$ cat config.mk
export PLATFORM = sky130hd
export DESIGN_NAME = com_sequencer
export DESIGN_NICKNAME = d
export VERILOG_FILES = /design/src/rtl/com_sequencer.sv
export SDC_FILE = /design/constraint.sdc
export NUM_CORES = 1
export LEC_CHECK = 0
export BUFFER_PORTS_ARGS = -buffer_cell sky130_fd_sc_hd__buf_2
export CAP_MARGIN = 20
export CORE_MARGIN = 5
export CORE_UTILIZATION = 33
export CTS_BUF_LIST = sky130_fd_sc_hd__clkbuf_4 sky130_fd_sc_hd__clkbuf_8 sky130_fd_sc_hd__clkbuf_16
export CTS_CLUSTER_DIAMETER = 40
export CTS_CLUSTER_SIZE = 10
export DETAILED_ROUTE_END_ITERATION = 12
export SYNTH_ARGS = -nofsm -noshare
export SYNTH_HDL_FRONTEND = slang
export SYNTH_SLANG_ARGS = --single-unit
$ cat constraint.sdc
create_clock -name clk_in -period 2.23 [get_ports clk_in]
set_input_delay 0.3345 -clock clk_in [delete_from_list [all_inputs] [get_ports clk_in]]
set_output_delay 0.3345 -clock clk_in [all_outputs]
set_load 0.05 [all_outputs]
$ cat src/rtl/com_sequencer.sv
// rtl/com_sequencer.sv - frame sequencer around a center_of_mass unit with timeout and motion direction
module com_sequencer #(
    parameter int TIMEOUT_CYCLES = 256,
    parameter int DEADBAND       = 4
) (
    input  logic        clk_in,
    input  logic        rst_in,
    input  logic        enable_in,
    input  logic        frame_start_in,
    input  logic        frame_done_in,
    input  logic [10:0] hcount_in,
    input  logic [9:0]  vcount_in,
    input  logic        mask_in,
    output logic [10:0] com_x_out,
    output logic [9:0]  com_y_out,
    output logic        com_valid_out,
    output logic        com_tabulate_out,
    input  logic [10:0] com_x_in,
    input  logic [9:0]  com_y_in,
    input  logic        com_valid_in,
    output logic [10:0] x_out,
    output logic [9:0]  y_out,
    output logic        valid_out,
    output logic        no_object_out,
    output logic        dir_out,
    output logic        dir_change_out,
    output logic [7:0]  drop_count_out
);
    localparam logic [2:0] S_IDLE   = 3'd0;
    localparam logic [2:0] S_ACCUM  = 3'd1;
    localparam logic [2:0] S_TAB    = 3'd2;
    localparam logic [2:0] S_WAIT   = 3'd3;
    localparam logic [2:0] S_UPDATE = 3'd4;

    localparam int              CW       = $clog2(TIMEOUT_CYCLES + 1);
    localparam logic [CW-1:0]   CNT_LAST = CW'(TIMEOUT_CYCLES - 1);
    localparam logic signed [11:0] DB    = 12'(DEADBAND);

    logic [2:0]    state_q, state_d;
    logic [CW-1:0] cnt_q, cnt_d;
    logic [10:0]   pix_x_q, pix_x_d, cap_x_q, cap_x_d, x_q, x_d;
    logic [9:0]    pix_y_q, pix_y_d, cap_y_q, cap_y_d, y_q, y_d;
    logic          pix_v_q, pix_v_d;
    logic          valid_q, valid_d, noobj_q, noobj_d;
    logic          dir_q, dir_d, dirch_q, dirch_d, first_q, first_d;
    logic [7:0]    drop_q, drop_d;
    logic          start_ok, fwd;
    logic signed [11:0] dx;

    assign start_ok = frame_start_in && enable_in && (state_q == S_IDLE);
    assign dx       = $signed({1'b0, cap_x_q}) - $signed({1'b0, x_q});

    always_comb begin
        state_d = state_q;
        cnt_d   = cnt_q;
        cap_x_d = cap_x_q;
        cap_y_d = cap_y_q;
        x_d     = x_q;
        y_d     = y_q;
        dir_d   = dir_q;
        first_d = first_q;
        drop_d  = drop_q;
        valid_d = 1'b0;
        noobj_d = 1'b0;
        dirch_d = 1'b0;
        fwd     = 1'b0;
        if (frame_start_in && !start_ok && drop_q != 8'hFF) begin
            drop_d = drop_q + 8'd1;
        end
        case (state_q)
            S_IDLE: begin
                if (start_ok) begin
                    state_d = S_ACCUM;
                    fwd     = 1'b1;
                end
            end
            S_ACCUM: begin
                // The done strobe follows the last pixel, so its own cycle is not forwarded
                if (frame_done_in) state_d = S_TAB;
                else               fwd     = 1'b1;
            end
            S_TAB: begin
                state_d = S_WAIT;
                cnt_d   = '0;
            end
            S_WAIT: begin
                if (com_valid_in) begin
                    cap_x_d = com_x_in;
                    cap_y_d = com_y_in;
                    state_d = S_UPDATE;
                end else if (cnt_q == CNT_LAST) begin
                    noobj_d = 1'b1;
                    state_d = S_IDLE;
                end else begin
                    cnt_d = cnt_q + 1'b1;
                end
            end
            S_UPDATE: begin
                x_d     = cap_x_q;
                y_d     = cap_y_q;
                valid_d = 1'b1;
                first_d = 1'b0;
                // No previous centroid exists for the first result, so direction is left alone
                if (!first_q) begin
                    if (dx > DB)       dir_d = 1'b1;
                    else if (dx < -DB) dir_d = 1'b0;
                end
                dirch_d = (dir_d != dir_q);
                state_d = S_IDLE;
            end
            default: state_d = S_IDLE;
        endcase
        pix_v_d = fwd ? mask_in : 1'b0;
        pix_x_d = fwd ? hcount_in : pix_x_q;
        pix_y_d = fwd ? vcount_in : pix_y_q;
    end

    always_ff @(posedge clk_in) begin
        if (!rst_in) begin
            state_q <= S_IDLE;
            cnt_q   <= '0;
            pix_x_q <= '0;
            pix_y_q <= '0;
            pix_v_q <= 1'b0;
            cap_x_q <= '0;
            cap_y_q <= '0;
            x_q     <= '0;
            y_q     <= '0;
            valid_q <= 1'b0;
            noobj_q <= 1'b0;
            dir_q   <= 1'b0;
            dirch_q <= 1'b0;
            first_q <= 1'b1;
            drop_q  <= '0;
        end else begin
            state_q <= state_d;
            cnt_q   <= cnt_d;
            pix_x_q <= pix_x_d;
            pix_y_q <= pix_y_d;
            pix_v_q <= pix_v_d;
            cap_x_q <= cap_x_d;
            cap_y_q <= cap_y_d;
            x_q     <= x_d;
            y_q     <= y_d;
            valid_q <= valid_d;
            noobj_q <= noobj_d;
            dir_q   <= dir_d;
            dirch_q <= dirch_d;
            first_q <= first_d;
            drop_q  <= drop_d;
        end
    end

    assign com_x_out        = pix_x_q;
    assign com_y_out        = pix_y_q;
    assign com_valid_out    = pix_v_q;
    assign com_tabulate_out = (state_q == S_TAB);
    assign x_out            = x_q;
    assign y_out            = y_q;
    assign valid_out        = valid_q;
    assign no_object_out    = noobj_q;
    assign dir_out          = dir_q;
    assign dir_change_out   = dirch_q;
    assign drop_count_out   = drop_q;
endmodule

## Yosys cells after proc, flatten, opt, wreduce, memory -nomap -nowiden

Cells that the tools add are included.
Widths: inputs -> output; s select.

| word-level totals | value |
|---|---|
| flip-flop bits (word level) | 89 |
| input bits | 49 |
| output and inout port bits | 56 |
| logic and storage cells | 64 |

| operators by class | value |
|---|---|
| add/subtract/negate cells | 3 |
| magnitude comparators | 2 |
| equality and inequality tests | 12 |
| mux-type cells | 17 |
| bitwise gates (word level) | 2 |
| reductions and logical operators | 13 |

Operator list:

| cell | count |
|---|---|
| $mux 9 | 2 |
| $pmux 9 s2 | 1 |
| $gt 12x4->1 const B | 1 |
| $lt 12x3->1 const B | 1 |
| $mux 3 | 4 |
| $pmux 3 s4 | 1 |
| $sub 11x11->12 | 1 |
| $add 9x1->9 const B | 1 |
| $eq 9x8->1 const B | 1 |
| $add 8x1->8 const B | 1 |
| $mux 1 | 8 |
| $ne 2x2->1 const B | 4 |
| $ne 8x8->1 const B | 1 |
| $eq 3x2->1 const B | 2 |
| $reduce_and 2->1 | 3 |
| $reduce_and 3->1 | 2 |
| $logic_and 1x1->1 | 4 |
| $eq 3x1->1 const B | 1 |
| $eq 3x3->1 const B | 1 |
| $logic_not 3->1 | 1 |
| $ne 3x3->1 const B | 1 |
| $reduce_or 3->1 | 1 |
| $not 1->1 | 2 |
| $pmux 1 s2 | 1 |
| other kinds (3) | 3 |

## Longest topological paths before layout

Gate-level depths: netlist of the first run.

| depth | value |
|---|---|
| word-level depth | 7 |
| gate-level depth with buffers | 11 |
| depth with buffers taken out | 11 |

## Worst setup path after synthesis of the first run

OpenSTA, ideal clock, no wires.

| timing | value |
|---|---|
| path type | flip-flop to flip-flop |
| start | register x_q[0], in the netlist x_out[0] |
| end | register dirch_q, in the netlist dir_change_out |
| library setup time | 116 ps |
| arrival time | 2672 ps |
| required time | 2114 ps |
| setup slack | -558 ps |
| stages on the path, launching flop included | 11 |
| path buffers | 0 |
| period minus slack after synthesis | 2788 ps |
| cell sequence | dfxtp_1 ha_1 inv_1 fa_1 a211oi_1 nor2_1 xor2_1 nor3_2 nand4_1 or4b_1 and3_1 |

| between the ends | value |
|---|---|
| cells in the longest elaborated chain, start to end | 7 |
| elaborated cells on any way between the ends | 8 |
| those cells by class | 1 x add/sub; 2 x order compare; 1 x eq/ne; 4 x mux |

Ends and longest elaborated chain:

| what | line | text |
|---|---|---|
| from (decl) | 41 | `logic [10:0] pix_x_q, pix_x_d, cap_x_q, cap_x_d, x_q, x_d;` |
| from (signal assigned) | 127 | `x_q <= '0;` |
| from (signal assigned) | 143 | `x_q <= x_d;` |
| $sub 11x11->12 (*) | 51 | `assign dx = $signed({1'b0, cap_x_q}) - $signed({1'b0, x_q});` |
| $lt 12x3->1 | 106 | `else if (dx < -DB) dir_d = 1'b0;` |
| $mux 1 | 106 |  |
| $mux 1 (*) | 105 | `if (dx > DB) dir_d = 1'b1;` |
| $mux 1 (*) | 104 | `if (!first_q) begin` |
| $mux 1 (*) | 70 | `case (state_q)` |
| $ne 1x1->1 (*) | 108 | `dirch_d = (dir_d != dir_q);` |
| to (signal assigned) | 148 | `dirch_q <= dirch_d;` |
| to (decl) | 45 | `logic dir_q, dir_d, dirch_q, dirch_d, first_q, first_d;` |

Mark *: on every way between the ends. The rest lies on a longest branch, timed or not. The select of a mux whose other input is x is not followed.
A chain may end at the register's enable or synchronous reset.

## Worst setup path in the final report of the first run

| timing | value |
|---|---|
| start | register cap_x_q[0] |
| end | register dirch_q, in the netlist dir_change_out |

| between the ends | value |
|---|---|
| cells in the longest elaborated chain, start to end | 7 |
| elaborated cells on any way between the ends | 8 |
| those cells by class | 1 x add/sub; 2 x order compare; 1 x eq/ne; 4 x mux |

Ends and longest elaborated chain:

| what | line | text |
|---|---|---|
| from (decl) | 41 |  |
| from (signal assigned) | 141 | `cap_x_q <= cap_x_d;` |
| $sub 11x11->12 (*) | 51 |  |
| $lt 12x3->1 | 106 |  |
| $mux 1 | 106 |  |
| $mux 1 (*) | 105 |  |
| $mux 1 (*) | 104 |  |
| $mux 1 (*) | 70 |  |
| $ne 1x1->1 (*) | 108 |  |

Marked as above.

==> results of run 1 <==
## power groups by stage
stage                     Combinational, mW  Sequential, mW  Clock, mW
after detailed placement              0.388            1.68          0
after global routing                  0.425            1.65       1.85
after floorplan                       0.158            1.79          0
after global placement                0.382            1.68          0
final                                 0.394            1.65       1.73
after CTS                             0.389            1.65       1.78
## layout make-up
type,instances,share of cell area [%]
Sequential cell,89,32.16
Multi-Input combinational cell,354,41.22
Tap cell,172,3.844
Timing Repair Buffer,149,15.33
Inverter,20,1.341
Clock buffer,9,4.023
Clock inverter,6,2.079
## cells in the mapped netlist, drive strengths merged, types with 4 or more instances
library cell / n
nand4: 5
inv: 20
dfxtp: 89
a21boi: 43
or3: 4
clkbuf: 19
nor3: 9
ha: 14
o21ai: 11
nand2: 107
nor2: 27
xnor2: 8
and2: 10
nor2b: 23
nand3: 7
a21oi: 9
mux2i: 22
xor2: 9
## flip-flops by register name (all words and copies together) (netlist names)
register and cells:
cap_y_q 10, com_valid_out 1, no_object_out 1, x_out 11, com_y_out 10, valid_out 1
cnt_q 9, first_q 1, dir_out 1, drop_count_out 8, com_x_out 11, state_q 3
y_out 10, dir_change_out 1, cap_x_q 11
## routing by layer
metal,vias up,routed length (um),part of all wire [%],track usage [%]
li1,1916,-,-,-
met3,12,389,3.7,2.811
met4,0,170,1.6,5.738
met5,-,0,0,0
met2,66,5088,49,23.70
met1,1706,4758,46,17.83
## worst register-to-register path: stages (launching register included)
cell	delay, ns
dfxtp_2	0.33
inv_2	0.06
ha_4	0.12
inv_2	0.03
fa_2	0.37
a211oi_4	0.24
nor2_1	0.09
xor2_1	0.17
nor3_2	0.17
nand4_1	0.14
or4b_1	0.47
and3_1	0.15
## what timing repair did
action                                 4_1_cts  5_1_grt
pin swaps                                    0        7
setup endpoints to repair                    2        4
endpoints found under the hold margin        0        0
setup buffers                                0        1
resized for setup                            1       14
## cells by family after synthesis
group	after synthesis
AND/OR/NAND/NOR	212
flip-flops	89
AO/OA/AOI/OAI	88
buffers and inverters	42
multiplexers	22
XOR/XNOR	17
adder cells (fa/ha/maj)	15
## worst paths after layout
path | depth (start not counted) | from | slack (ns) | endpoint
max | 11 | cap_x_q[0] | -0.21 | dir_change_out
max reg2reg | 11 | cap_x_q[0] | -0.21 | dir_change_out
min | 2 | com_valid_in | 0.24 | no_object_out
min reg2reg | 2 | cap_y_q[9] | 0.46 | y_out[9]
==> results_dict.tcl, run 1 <==
set metrics [dict create \
    grt_overflow_total 0 \
    leakagePower_nw 2.475 \
    synth_top_cell_by_area "dfxtp_1" \
    synth_seq_cells 89 \
    cellPowerDensity_nw_per_um2 673.4 \
    grt_pass1_vias 3705 \
    dp_hpwl_um 7844 \
    cts.sinks 89 \
    fin_nets 687 \
    grt_pass1_wl_um 17150 \
    finalClockSkew_ns 0.006498 \
    fmax_mhz 409.4 \
    nFillCells 1277 \
    n_antenna_cell 0 \
    path_cells "inv_2, ha_4, inv_2, fa_2, a211oi_4, nor2_1, xor2_1, nor3_2, nand4_1, or4b_1, and3_1" \
    max_stage_delay_ns 0.47 \
    rsz0062_at_grt "yes" \
    ys_top_cells_by_area "dfxtp_1 43%, nand2_1 9.6%, a21boi_0 7.7%" \
    area_delta_synth_final_pct 34.07 \
    core_area_um2 12520 \
    mappedNetlistNets 549 \
    power.total_mw 3.769 \
    die_y_um 122.5 \
    relSlewSlack_pct 48.16 \
    routed_wl_um 10410 \
    synthAdderAreaFrac_pct 4.675 \
    finalSetupViolations 2 \
    placed_area_um2 5177 \
    crit_path_end_kind "register" \
    port_buffers 104 \
    ios 105 \
    drive_above_1_share_pct 32.22 \
    violations "negative setup slack" \
    final.setup.tns_ns -0.2944 \
    crit_buf_inv 2 \
    async_reset_ff_share_pct 0 \
    postSynthAreaPerCell_um2 8.609 \
    final-seq-area_um2 1800 \
    ir_worst_vdd_v 0.0003725 \
    synth_top_flop_cell "dfxtp_1" \
    worst-path-max-fanout 3 \
    dr.pass1.iters 6 \
    finalNonFillerCells 799 \
    clock_latency_ns 0.34 \
    finalHoldViolCount 0 \
    layout_commonest_cell "nand2_1" \
    setup_slack_ns -0.2125 \
    tightest_slew_ns 0.7694 \
    cts_tree "done" \
    avgRoutedWirePerCell_um 13.02 \
    vias 3700 \
    initial_core_util_pct 33.36 \
    synth_cell_types 56 \
    start_kind "register" \
    htreeDepth 3 \
    via_per_inst 4.631 \
    path_clk_slew_ns 0.06 \
    drc 0 \
    synth_top_family_by_area "simple AND/OR/NAND/NOR gates" \
    place_inst 783 \
    clock-root-buffer "clkbuf_16" \
    fin_area_um2 5598 \
    intPower_mw 2.870 \
    post-place-ws_ns -0.1671 \
    die_area_um2 15000 \
    fin_hold_ws_ns 0.2367 \
    gp_congestion 0.8371 \
    p_seq_share_pct 43.7 \
    fin_util_pct 44.72 \
    synth_xor_area_share_pct 3.566 \
    arrival_ns 2.67 \
    status "finished with violations" \
    cts-hold-fix-buffers 0 \
    row_count 41 \
    antenna_found_initial 0 \
    syn-cell-area_um2 4175 \
    die_x_um 122.5 \
    synthSimpleGateAreaFrac_pct 23.91 \
    cp.required_ns 2.46 \
    synth_top_area_share_pct 42.67 \
    combPwrFrac_pct 10.5 \
    synthMuxAreaShare_pct 5.274 \
    period_share_pct 109.5 \
    path_class "register to register" \
    final_cell_mix "107 x nand2_1, 104 x buf_2, 78 x dfxtp_1, 45 x buf_4, 43 x a21boi_0" \
    track_usage_pct 14.15 \
    maxSlewViolCount 0 \
    cts_buffers 9 \
    path_common_cell "inv_2" \
    ant_nets 0 \
    switching_share_pct 23.87 \
    hp-class "primary input to register" \
    clk_path_buf_depth 2 \
    power.share.clock_pct 45.8 \
    grt_start_max_net_pins 33 \
    first_iter_violations 167 \
    yosysSeqAreaShare_pct 42.67 \
    synth_compound_area_share_pct 15.88 \
    yosys_warnings 0 \
    final.min_clock_period_ns 2.443 \
    multi_input_area_um2 2307 \
    synth_cells 485 \
    maxCapViolations 0 \
    p_sw_mw 0.8999 \
    cp_slowest_cell "or4b_1" \
    path_delay_family "simple AND/OR/NAND/NOR gates" \
    synth_enable_flop_cells 0 \
]
(Power assumes the default switching activity.)
==> run 2: changes to the inputs <==
- CORE_ASPECT_RATIO: default -> 1.75
- clock period: 2.23 -> 2.9 ns (I/O delays scaled with it)
==> run 2 against run 1 <==
Against the previous run:
- the run now ends clean
- clock power down 36%
- sequential share of layout area up 2.6 points
- sequential power down 23%
- flip-flop and latch count unchanged
- first-iteration DRC count down 50%
- setup slack better by 0.54 ns
- register-to-register slack better by 0.54 ns
- total power down 29%
- fmax down 5.0%
- largest power group is now sequential cells
==> results_dict.tcl, run 2 (same netlist as run 1, synthesis figures left out) <==
set metrics [dict create \
    gp_congestion 0.9267 \
    hp-class "primary input to register" \
    hold-path-cell-count 3 \
    status "finished, final reports clean" \
    clock_latency_ns 0.35 \
    area_delta_synth_final_pct 22.68 \
    arrival_ns 2.81 \
    layout_commonest_cell "nand2_1" \
    postCtsSetupBuffers 0 \
    routed_wl_um 10140 \
    die_area_um2 15090 \
    cts_tree "done" \
    placed_area_um2 4840 \
    clk_path_buf_depth 2 \
    antenna_found_initial 0 \
    finalClockSkew_ns 0.007779 \
    dr.pass1.iters 4 \
    grt_start_max_net_pins 63 \
    period_share_pct 88.70 \
    fmax_mhz 388.8 \
    cts-hold-fix-buffers 0 \
    final.setup.tns_ns 0 \
    initial_core_util_pct 33.58 \
    cellPowerDensity_nw_per_um2 521.3 \
    final-seq-area_um2 1782 \
    core_area_um2 12430 \
    rsz0062_at_grt "no" \
    clock-root-buffer "clkbuf_16" \
    via_per_inst 4.753 \
    maxCapViolations 0 \
    row_count 54 \
    path_clk_slew_ns 0.07 \
    final_cell_mix "107 x nand2_1, 104 x buf_2, 89 x dfxtp_1, 43 x a21boi_0, 27 x nor2_1" \
    finalHoldViolCount 0 \
    cts_buffers 9 \
    post_cts_resized 0 \
    relSlewSlack_pct 43.31 \
    cp.required_ns 3.14 \
    worst-path-max-fanout 3 \
    fin_area_um2 5122 \
    final.min_clock_period_ns 2.572 \
    maxSlewViolCount 0 \
    multi_input_area_um2 2230 \
    start_kind "register" \
    tightest_slew_ns 0.8503 \
    ios 105 \
    power.total_mw 2.670 \
    die_y_um 158.8 \
    leakagePower_nw 2.209 \
    dp_hpwl_um 7631 \
    drc 0 \
    port_buffers 104 \
    first_iter_violations 83 \
    htreeDepth 3 \
    die_x_um 95.03 \
    fin_nets 645 \
    ir_worst_vdd_v 0.0002742 \
    drive_above_1_share_pct 23.38 \
    track_usage_pct 14.02 \
    finalSetupViolations 0 \
    n_antenna_cell 0 \
    grt_overflow_total 0 \
    grt_pass1_vias 3620 \
    avgRoutedWirePerCell_um 13.44 \
    cts.sinks 89 \
    crit_path_end_kind "register" \
    vias 3584 \
    ant_nets 0 \
    path_class "register to register" \
    rr_worst_depth 10 \
    nFillCells 1323 \
    grt_pass1_wl_um 16950 \
]
==> run 2: layer usage <==
layer  share of wire [%]  track usage (%)  vias to the layer above
li1                    -                -                     1823
met1                  39            15.11                     1669
met2                  54            25.12                       76
met3                 4.2            3.172                       16
met4                 2.3            6.570                        0
met5                   0                0                        -
==> run 2: metrics by stage <==
stage	hold slack, ns	std cells	setup WS (ns)	utilization [%]
2_1_floorplan	0.4361	485	0.1122	-
4_1_cts	0.2909	754	0.3500	41.20
3_3_place_gp	0.4509	738	0.4004	38.93
3_5_place_dp	0.4576	738	0.3476	38.93
5_1_grt	0.3213	754	0.1874	41.20
6_report	0.3105	754	0.3278	41.20
==> run 2: critical path, cell delays in order, from the launching register on <==
cell	delay (ns)
dfxtp_1	0.35
ha_1	0.17
inv_1	0.05
fa_1	0.42
a211oi_1	0.29
o21ai_1	0.15
a21oi_1	0.19
or3_1	0.14
nand2_1	0.07
or4b_1	0.50
and3_1	0.15
==> run 2: final cells by class <==
cell class / instances / area share [%]
Timing Repair Buffer: 107 / 10.60
Multi-Input combinational cell: 354 / 43.53
Clock inverter: 6 / 0.9770
Inverter: 20 / 1.466
Sequential cell: 89 / 34.78
Tap cell: 168 / 4.104
Clock buffer: 10 / 4.543
==> run 2: final timing paths <==
kind / endpoint / slack, ns / start
worst max-delay path: dir_change_out / 0.33 / x_out[0]
worst min-delay path: com_valid_out / 0.31 / mask_in
worst max register to register: dir_change_out / 0.33 / x_out[0]
worst min register to register: y_out[5] / 0.46 / cap_y_q[5]
==> run 2: where the power goes <==
group,total (mW),internal (mW),switching [mW]
logic,0.287,0.104,0.183
registers,1.27,1.25,0.0190
clock network,1.11,0.600,0.514
total,2.67,1.95,0.716
